--- src/rtl/button_conditioner_pkg.sv ---
// Shared types, default timing constants and sizing helper for the button conditioner.
package button_conditioner_pkg;

  typedef enum logic [1:0] {
    RELEASED     = 2'd0,
    PEND_PRESS   = 2'd1,
    PRESSED      = 2'd2,
    PEND_RELEASE = 2'd3
  } btn_state_e;

  // 12 MHz board clock; 10 ms debounce window; 500 ms long-press threshold.
  localparam int unsigned DEFAULT_CLK_HZ          = 12_000_000;
  localparam int unsigned DEFAULT_DEBOUNCE_CYCLES = DEFAULT_CLK_HZ / 100;
  localparam int unsigned DEFAULT_LONG_CYCLES     = DEFAULT_CLK_HZ / 2;

  // Counter width large enough to hold the larger of the two cycle thresholds.
  function automatic int unsigned cnt_width(input int unsigned a, input int unsigned b);
    int unsigned m;
    m = (a > b) ? a : b;
    return $clog2(m + 1);
  endfunction

endpackage

--- src/rtl/button_debounce_bit.sv ---
// One button: synchronizer chain, debounce FSM with stability counter, edge pulses.
// Optional hold counter for long-press detection under BUTTON_CONDITIONER_LONG_PRESS_EN.
module button_debounce_bit
  import button_conditioner_pkg::*;
#(
  parameter int unsigned sync_stages_p     = 2,
  parameter int unsigned debounce_cycles_p = DEFAULT_DEBOUNCE_CYCLES,
  parameter int unsigned long_cycles_p     = DEFAULT_LONG_CYCLES
) (
  input  logic clk_i,
  input  logic reset_i,
  input  logic btn_i,
  output logic pressed_o,
  output logic press_o,
  output logic release_o,
  output logic long_press_o
);

  localparam int unsigned     CntW    = cnt_width(debounce_cycles_p, long_cycles_p);
  localparam logic [CntW-1:0] DebLast = CntW'(debounce_cycles_p - 1);
  localparam logic [CntW-1:0] CntMax  = {CntW{1'b1}};

  logic [sync_stages_p-1:0] sync_q;
  logic                     sync_c;
  btn_state_e               state_q;
  logic [CntW-1:0]          cnt_q;
  logic [CntW-1:0]          cnt_d;
  logic                     pressed_q;
  logic                     press_q;
  logic                     release_q;
  logic                     press_acc_c;
  logic                     release_acc_c;

  // Metastability synchronizer; shifts the raw level toward sync_c.
  always_ff @(posedge clk_i) begin
    if (reset_i) begin
      sync_q <= '0;
    end else begin
      sync_q <= {sync_q[sync_stages_p-2:0], btn_i};
    end
  end

  assign sync_c = sync_q[sync_stages_p-1];

  // Saturating increment of the stability counter.
  always_comb begin
    cnt_d = cnt_q;
    if (cnt_q != CntMax) begin
      cnt_d = cnt_q + CntW'(1);
    end
  end

  // A change is accepted on the cycle the window fills with the new value still present.
  assign press_acc_c   = (state_q == PEND_PRESS)   &&  sync_c && (cnt_q == DebLast);
  assign release_acc_c = (state_q == PEND_RELEASE) && !sync_c && (cnt_q == DebLast);

  // Debounce FSM; pulses and level are registered alongside the state change.
  always_ff @(posedge clk_i) begin
    if (reset_i) begin
      state_q   <= RELEASED;
      cnt_q     <= '0;
      pressed_q <= 1'b0;
      press_q   <= 1'b0;
      release_q <= 1'b0;
    end else begin
      press_q   <= 1'b0;
      release_q <= 1'b0;
      case (state_q)
        RELEASED: begin
          if (sync_c) begin
            state_q <= PEND_PRESS;
            cnt_q   <= CntW'(1);
          end
        end
        PEND_PRESS: begin
          if (!sync_c) begin
            state_q <= RELEASED;
            cnt_q   <= '0;
          end else if (press_acc_c) begin
            state_q   <= PRESSED;
            cnt_q     <= '0;
            pressed_q <= 1'b1;
            press_q   <= 1'b1;
          end else begin
            cnt_q <= cnt_d;
          end
        end
        PRESSED: begin
          if (!sync_c) begin
            state_q <= PEND_RELEASE;
            cnt_q   <= CntW'(1);
          end
        end
        PEND_RELEASE: begin
          if (sync_c) begin
            state_q <= PRESSED;
            cnt_q   <= '0;
          end else if (release_acc_c) begin
            state_q   <= RELEASED;
            cnt_q     <= '0;
            pressed_q <= 1'b0;
            release_q <= 1'b1;
          end else begin
            cnt_q <= cnt_d;
          end
        end
        default: begin
          state_q <= RELEASED;
          cnt_q   <= '0;
        end
      endcase
    end
  end

  assign pressed_o = pressed_q;
  assign press_o   = press_q;
  assign release_o = release_q;

`ifdef BUTTON_CONDITIONER_LONG_PRESS_EN
  localparam logic [CntW-1:0] HoldLast = CntW'(long_cycles_p - 1);

  logic [CntW-1:0] hold_q;
  logic            long_q;

  // Hold counter restarts at press acceptance, saturates at the threshold so the pulse fires once.
  always_ff @(posedge clk_i) begin
    if (reset_i || release_acc_c || press_acc_c) begin
      hold_q <= '0;
      long_q <= 1'b0;
    end else if (pressed_q && (hold_q != HoldLast)) begin
      hold_q <= hold_q + CntW'(1);
      long_q <= (hold_q == (HoldLast - CntW'(1)));
    end else begin
      long_q <= 1'b0;
    end
  end

  assign long_press_o = long_q;
`else
  assign long_press_o = 1'b0;
`endif

endmodule

--- src/rtl/button_conditioner.sv ---
// Conditions raw push-button pins into debounced levels and press/release/long-press pulses.
// Long-press detection is built only when BUTTON_CONDITIONER_LONG_PRESS_EN is defined.
module button_conditioner
  import button_conditioner_pkg::*;
#(
  parameter int unsigned width_p           = 3,
  parameter int unsigned sync_stages_p     = 2,
  parameter int unsigned debounce_cycles_p = DEFAULT_DEBOUNCE_CYCLES,
  parameter bit          active_low_p      = 1'b0,
  parameter int unsigned long_cycles_p     = DEFAULT_LONG_CYCLES
) (
  input  logic               clk_i,
  input  logic               reset_i,
  input  logic [width_p-1:0] button_async_unsafe_i,
  output logic [width_p-1:0] pressed_o,
  output logic [width_p-1:0] press_o,
  output logic [width_p-1:0] release_o,
  output logic [width_p-1:0] long_press_o
);

  logic [width_p-1:0] btn_c;

  // Normalise polarity so 1 always means pressed before synchronization.
  assign btn_c = active_low_p ? ~button_async_unsafe_i : button_async_unsafe_i;

  // One independent conditioner per button.
  for (genvar i = 0; i < int'(width_p); i++) begin : g_bit
    button_debounce_bit #(
      .sync_stages_p    (sync_stages_p),
      .debounce_cycles_p(debounce_cycles_p),
      .long_cycles_p    (long_cycles_p)
    ) u_bit (
      .clk_i       (clk_i),
      .reset_i     (reset_i),
      .btn_i       (btn_c[i]),
      .pressed_o   (pressed_o[i]),
      .press_o     (press_o[i]),
      .release_o   (release_o[i]),
      .long_press_o(long_press_o[i])
    );
  end

endmodule

--- config.mk ---
export PLATFORM = sky130hd
export DESIGN_NAME = button_conditioner
export DESIGN_NICKNAME = d
export VERILOG_FILES = /design/src/rtl/button_conditioner_pkg.sv /design/src/rtl/button_debounce_bit.sv /design/src/rtl/button_conditioner.sv
export SDC_FILE = /design/constraint.sdc
export NUM_CORES = 1
export LEC_CHECK = 0
export CORE_MARGIN = 3
export CORE_UTILIZATION = 48
export DETAILED_ROUTE_END_ITERATION = 7
export GPL_ROUTABILITY_DRIVEN = 0
export GPL_TIMING_DRIVEN = 0
export PLACE_DENSITY = 0.67
export SLEW_MARGIN = 25
export SYNTH_ARGS = -nofsm -noshare
export SYNTH_HDL_FRONTEND = slang
export SYNTH_HIERARCHICAL = 1
export SYNTH_SLANG_ARGS = --single-unit
--- constraint.sdc ---
create_clock -name clk_i -period 2 [get_ports clk_i]
set_input_delay 0.4 -clock clk_i [delete_from_list [all_inputs] [get_ports clk_i]]
set_output_delay 0.4 -clock clk_i [all_outputs]
set_load 0.01 [all_outputs]
==> impl_metrics.json <==
{
  "synth_compound_area_share_pct": 28.4,
  "cap_violations": 0,
  "yosysUniqueCellTypes": 68,
  "crit_type": "reg -> reg",
  "clock-sinks": 90,
  "drive_gt1_share_pct": 20.6,
  "tns_ns": 0,
  "wl_per_cell_um": 18.3,
  "die_y_um": 109,
  "hold_violations": 0,
  "synthAdderAreaFrac_pct": 0.732,
  "cts_buffers": 9,
  "grt.overflow.total": 0,
  "clock_latency_ns": 0.36,
  "synth_cells": 618,
  "period_needed_ns": 1.96,
  "synthXorXnorAreaFrac_pct": 0.512,
  "syn_nets": 626,
  "coreArea_mm2": 0.0104,
  "die_x_um": 109,
  "grt_max_degree": 15,
  "ant_nets": 0,
  "vdd_ir_drop_max_v": 0.000351,
  "pwr-share-clk_pct": 42.5,
  "rows": 37,
  "pwr-share-seq_pct": 51.3,
  "synth_flop_cell": "dfxtp_1",
  "ys_ff_latch": 90,
  "p_sw_share_pct": 22.6,
  "cp-end-kind": "flip-flop",
  "cp-start-kind": "flip-flop",
  "dieArea_mm2": 0.0120,
  "dp_hpwl_mm": 9.62,
  "drv_slew": 0,
  "viasPerCell": 6.56,
  "finalPower_w": 0.00356,
  "max_slew_margin_pct": 47.2,
  "rsz0062_at_grt": "true",
  "post-route-period-util_pct": 97.8,
  "hp-class": "reg -> reg",
  "area_delta_synth_final_pct": 18.0,
  "ios": 17,
  "cts_hold_buf": 0,
  "setup_violations": 0,
  "worstMarginPinSlew_ns": 0.789,
  "switchingPower_w": 0.000805,
  "drt_iter0_drc": 452,
  "root_buffer": "clkbuf_8",
  "clk_pin_slew_worst_paths_ns": 0.08,
  "fmax_mhz": 511,
  "drc": 0,
  "grt_pass1_vias": 4875,
  "post_synth_instance_area_mm2": 0.00513,
  "htreeDepth": 3,
  "io_buffers": 13,
  "first_pass_iters": 5,
  "async_flop_share_pct": 0,
  "antenna_cells": 0,
  "avgSynthCellArea_um2": 8.30,
  "cp.arrival_ns": 2.21,
  "cts_tree": "done",
  "synthSimpleGateAreaFrac_pct": 28.3,
  "synth_top_family_by_area": "compound AO/OA/AOI/OAI gates",
  "cts.path.max_buffers": 2,
  "pwr-share-comb_pct": 6.2,
  "grt_use_total_pct": 24.4,
  "crit_required_ns": 2.25,
  "vias": 5251,
  "synth_edf_count": 0,
  "antenna_found_initial": 0,
  "grt_pass1_wl_mm": 23.5,
  "muxShareOfSynthArea_pct": 0.975,
  "p_int_w": 0.00276,
  "start_util_pct": 49.5,
  "power_density_mw_per_mm2": 589,
  "final_nets": 667,
  "status": "finished, final reports clean",
  "yosys_warnings": 6,
  "skew_ns": 0.00827,
  "leakage_nw": 1.92,
  "synth-seq-area-share_pct": 35.1,
  "routed_wl_mm": 14.6,
  "worstPathMaxFanout": 10
}
## power by group through the flow
stage               sequential (W)  combinational [W]  clock (W)
global route               0.00183           0.000241    0.00164
detailed placement         0.00187           0.000202          0
global placement           0.00187           0.000200          0
finish                     0.00183           0.000222    0.00152
floorplan                  0.00187           0.000129          0
CTS                        0.00182           0.000213    0.00156
## cell usage after synthesis (all sizes together), types with 16 or more instances
cell type | number | area, um2
nor3 | 16 | 85.1
dfxtp | 90 | 1800
buf | 26 | 165
nand2 | 46 | 173
o21ai | 46 | 230
a211oi | 18 | 135
clkbuf | 19 | 73.8
a31oi | 27 | 169
a21oi | 48 | 267
and4 | 16 | 150
a311oi | 29 | 254
nand4 | 21 | 168
nand3 | 27 | 135
inv | 16 | 60.1
nor2 | 27 | 106
## timing repair
item | 4_1_cts | 5_1_grt
resized for setup | 41 | 41
pin swaps | 7 | 14
setup endpoints to repair | 68 | 51
setup buffers | 12 | 7
hold endpoints to repair | 0 | 0
## critical path, stage by stage (launching register included)
cell and delay (ns):
dfxtp_4 0.37, ha_2 0.20, and4_4 0.23, and4_4 0.20
a21oi_4 0.23, buf_4 0.22, o21ai_0 0.10, a311oi_1 0.30
## registers in the layout (all words and copies together) (netlist names), named ones only
register and count:
g_bit.u_bit/state_q 3, g_bit.u_bit/pressed_o 3, g_bit.u_bit/sync_q 6, g_bit.u_bit/release_o 3
g_bit.u_bit/press_o 3, g_bit.u_bit/cnt_q 69
## layout make-up
class	count	area, um2
plain buffers	43	273
clock buffers	12	145
clock inverters	4	98.8
fillers	946	4310
inverters	16	60.1
multi-input cells	467	3200
flip-flops and latches	90	1830
well taps	136	170
repair buffers	32	273
## metal layers
layer	vias up	GRT usage [%]	wire, um
li1	2478	-	-
met2	227	39.5	6900
met1	2514	32.5	6440
met5	-	0	0
met3	32	4.11	997
met4	0	9.53	295
## cells in the final DEF (no fill, tap or decap), drive strengths merged, types with 4 or more instances in the layout
cell type / count
dfxtp: 90
a21oi: 48
nand2: 46
o21ai: 46
buf: 46
a311oi: 29
clkbuf: 28
nand3: 27
a31oi: 27
nor2: 27
nand4: 21
a211oi: 18
inv: 16
nor3: 16
and4: 16
clkdlybuf4s50: 13
a21o: 13
nor2b: 10
nor4: 10
and3: 9
nand2b: 8
a41oi: 8
or2: 8
o211ai: 7
nor4b: 7
or4: 7
and2: 6
nor3b: 6
mux2i: 5
a211o: 5
or3: 4
## cells by family (layout without fill, tap and decap cells)
kind of cell | count (synthesis) | count (layout)
other cells | 3 | 3
flops | 90 | 90
fa+ha+maj | 3 | 3
xor+xnor | 3 | 3
buf+inv | 61 | 107
mux | 5 | 5
simple gates | 238 | 238
compound gates | 215 | 215
## final timing paths
| check | to | slack, ns | depth (start not counted) | startpoint |
|---|---|---|---|---|
| worst max register to register | g_bit[0].u_bit/cnt_q[6] | 0.04 | 7 | g_bit[0].u_bit/cnt_q[1] |
| worst max-delay path | g_bit[0].u_bit/cnt_q[6] | 0.04 | 7 | g_bit[0].u_bit/cnt_q[1] |
| worst min-delay path | g_bit[2].u_bit/sync_q[1] | 0.45 | 1 | g_bit[2].u_bit/sync_q[0] |
| worst min register to register | g_bit[2].u_bit/sync_q[1] | 0.45 | 1 | g_bit[2].u_bit/sync_q[0] |
## stage by stage
step           utilization, %  instances  setup slack [ns]  cell area (um2)  hold WS [ns]
3_5_place_dp             52.4        767            -0.391             5440         0.432
2_1_floorplan               -        618            0.0395             5140         0.414
3_3_place_gp             52.4        767            -0.387             5440         0.420
4_1_cts                  56.7        793           0.00102             5880         0.453
6_report                 58.4        800            0.0440             6060         0.447
5_1_grt                  58.4        800           -0.0373             6060         0.469
No activity file was read; power rests on OpenSTA's default activity.
==> edit: new RTL, same settings <==
`DEFAULT_CLK_HZ`: 12_000_000 -> 3_000_000.
--- a/src/rtl/button_conditioner_pkg.sv
+++ b/src/rtl/button_conditioner_pkg.sv
@@ -9,7 +9,7 @@
   } btn_state_e;
 
   // 12 MHz board clock; 10 ms debounce window; 500 ms long-press threshold.
-  localparam int unsigned DEFAULT_CLK_HZ          = 12_000_000;
+  localparam int unsigned DEFAULT_CLK_HZ          = 3_000_000;
   localparam int unsigned DEFAULT_DEBOUNCE_CYCLES = DEFAULT_CLK_HZ / 100;
   localparam int unsigned DEFAULT_LONG_CYCLES     = DEFAULT_CLK_HZ / 2;
 
Formal check against the unedited RTL: same outputs for any inputs over 4 cycles, from zero or initial values and one cycle with reset_i high; that may be too few to reach the edited logic, so the function may still have changed.
==> edit against the original RTL <==
Cell area is 7.8% lower. Sequential cell count down 6. Critical endpoint is now g_bit[0].u_bit/cnt_q[19]. Largest cell class unchanged. Clock power fell by 24%. Total power shrank 14%. Sequential power is 7% lower. Area after synthesis shrank 9.6%. Wire length down 12%. Combinational power is 13% lower. Worst setup slack worse by 0.0026 ns.
==> edit: results (changes against the original RTL) <==
{
  "run_status": {"value": "finished, final reports clean", "change": "unchanged"},
  "critical-path-max-stage-delay": {"value": 0.44, "unit": "ns", "change": "was 0.37 ns"},
  "grt_max_degree": {"value": 17, "change": "was 15"},
  "post_synth_most_frequent_cells": {"value": "sky130_fd_sc_hd__dfxtp_1, sky130_fd_sc_hd__nand2_1, sky130_fd_sc_hd__a21oi_1", "change": "was sky130_fd_sc_hd__dfxtp_1, sky130_fd_sc_hd__nand2_1, sky130_fd_sc_hd__a21oi_1, sky130_fd_sc_hd__o21ai_0, sky130_fd_sc_hd__a311oi_1"},
  "global_route.usage.total": {"value": 22.9, "unit": "%", "change": "was 24.4%"},
  "nets": {"value": 599, "change": "was 667"},
  "worstPathArrival": {"value": 2.19, "unit": "ns", "change": "was 2.21 ns"},
  "ir_drop": {"value": 557, "unit": "uV", "change": "was 351 uV"},
  "grt_pass1_wl": {"value": 21.0, "unit": "mm", "change": "was 23.5 mm"},
  "routed_wl": {"value": 12.9, "unit": "mm", "change": "was 14.6 mm"},
  "share_of_layout_cells_above_drive_strength_1": {"value": 23.8, "unit": "%", "change": "was 20.6%"},
  "synth.distinct_cells": {"value": 63, "change": "was 68"},
  "post_syn_nets": {"value": 554, "change": "was 626"},
  "ys_top_cells_by_area": {"value": "sky130_fd_sc_hd__dfxtp_1, sky130_fd_sc_hd__a21oi_1, sky130_fd_sc_hd__a311oi_1, sky130_fd_sc_hd__a31oi_1, sky130_fd_sc_hd__nand2_1", "change": "was sky130_fd_sc_hd__dfxtp_1, sky130_fd_sc_hd__a311oi_1, sky130_fd_sc_hd__a21oi_1, sky130_fd_sc_hd__o21ai_0, sky130_fd_sc_hd__nand2_1"},
  "drt_iter0_markers": {"value": 361, "change": "was 452"},
  "finalClockSkew": {"value": 0.0137, "unit": "ns", "change": "was 0.00827 ns"},
  "power.static_leakage": {"value": 1.78, "unit": "nW", "change": "was 1.92 nW"},
  "slew_headroom": {"value": 48.9, "unit": "%", "change": "was 47.2%"},
  "avgViaCountPerCell": {"value": 6.53, "change": "was 6.56"},
  "cpMaxStageDelayCell": {"value": "sky130_fd_sc_hd__a2111o_1", "change": "was sky130_fd_sc_hd__dfxtp_4"},
  "critical_path_peak_fanout": {"value": 4, "change": "was 10"},
  "first_global_vias": {"value": 4328, "change": "was 4875"},
  "intPower": {"value": 2.24, "unit": "mW", "change": "was 2.76 mW"},
  "cts_max_level": {"value": 3, "change": "unchanged"},
  "dp_hpwl": {"value": 8.35, "unit": "mm", "change": "was 9.62 mm"}
}
-- edit: cell families (layout without fill, tap and decap cells) --
| kind of cell | count (synthesis) | after routing | share of synthesized area, % |
|---|---|---|---|
| fa+ha+maj | 3 | 3 | 0.809 |
| buf+inv | 41 | 91 | 4.29 |
| xor+xnor | 3 | 3 | 0.728 |
| other cells | 3 | 3 | 0.243 |
| compound gates | 189 | 189 | 27.6 |
| mux | 5 | 5 | 1.08 |
| flops | 84 | 84 | 36.2 |
| simple gates | 218 | 218 | 29.0 |
-- edit: repair_timing --
| action | 4_1_cts | 5_1_grt |
|---|---|---|
| buffers inserted | 13 | 13 |
| pin swaps | 7 | 16 |
| endpoints found under the setup margin | 68 | 63 |
| gates resized for setup | 38 | 59 |
| gates cloned | 0 | 1 |
| hold buffers | 0 | 0 |
-- edit: worst paths after layout --
kind	start	endpoint	slack, ns	cells after the start
worst min register to register	g_bit[1].u_bit/sync_q[0]	g_bit[1].u_bit/sync_q[1]	0.45	1
worst max-delay path	g_bit[0].u_bit/cnt_q[0]	g_bit[0].u_bit/cnt_q[19]	0.04	9
worst max register to register	g_bit[0].u_bit/cnt_q[0]	g_bit[0].u_bit/cnt_q[19]	0.04	9
worst min-delay path	g_bit[1].u_bit/sync_q[0]	g_bit[1].u_bit/sync_q[1]	0.45	1
-- edit: cell type report --
cell class | count | area, sq um
inverters | 7 | 26.3
clock inverters | 7 | 57.6
well taps | 129 | 161
plain buffers | 31 | 190
clock buffers | 9 | 124
flip-flops and latches | 84 | 1730
multi-input cells | 421 | 2990
fillers | 819 | 3740
repair buffers | 37 | 308
-- edit: worst register-to-register path, delay by kind of cell, from the launching register on --
kind / cells / cell delay, ns
AO/OA/AOI/OAI: 3 / 0.70
AND/OR/NAND/NOR: 2 / 0.18
flip-flops: 1 / 0.37
buffers and inverters: 3 / 0.41
adder cells (fa/ha/maj): 1 / 0.18
-- edit: power groups by stage --
stage	combinational, mW	sequential, mW	clock [mW]
CTS	0.188	1.71	1.20
global placement	0.174	1.75	0
global route	0.214	1.72	1.27
floorplan	0.115	1.75	0
detailed placement	0.177	1.75	0
finish	0.194	1.71	1.16
-- edit: per-layer routing --
| metal | GRT usage (%) | wire, um |
|---|---|---|
| met3 | 5.65 | 919 |
| met5 | 0 | 0 |
| met1 | 31.1 | 5890 |
| met4 | 5.98 | 178 |
| met2 | 36.5 | 5890 |
-- edit: through the flow --
stage	worst slack (ns)	instances	hold WS [ns]	area, sq um	TNS (ns)
global placement	-0.574	688	0.419	4930	-15.51
detailed placement	-0.567	688	0.434	4930	-16.66
CTS	-0.0250	713	0.454	5320	-0.0250
global route	-0.0517	725	0.472	5590	-0.159
floorplan	0.0299	546	0.414	4640	0
finish	0.0414	725	0.447	5590	0
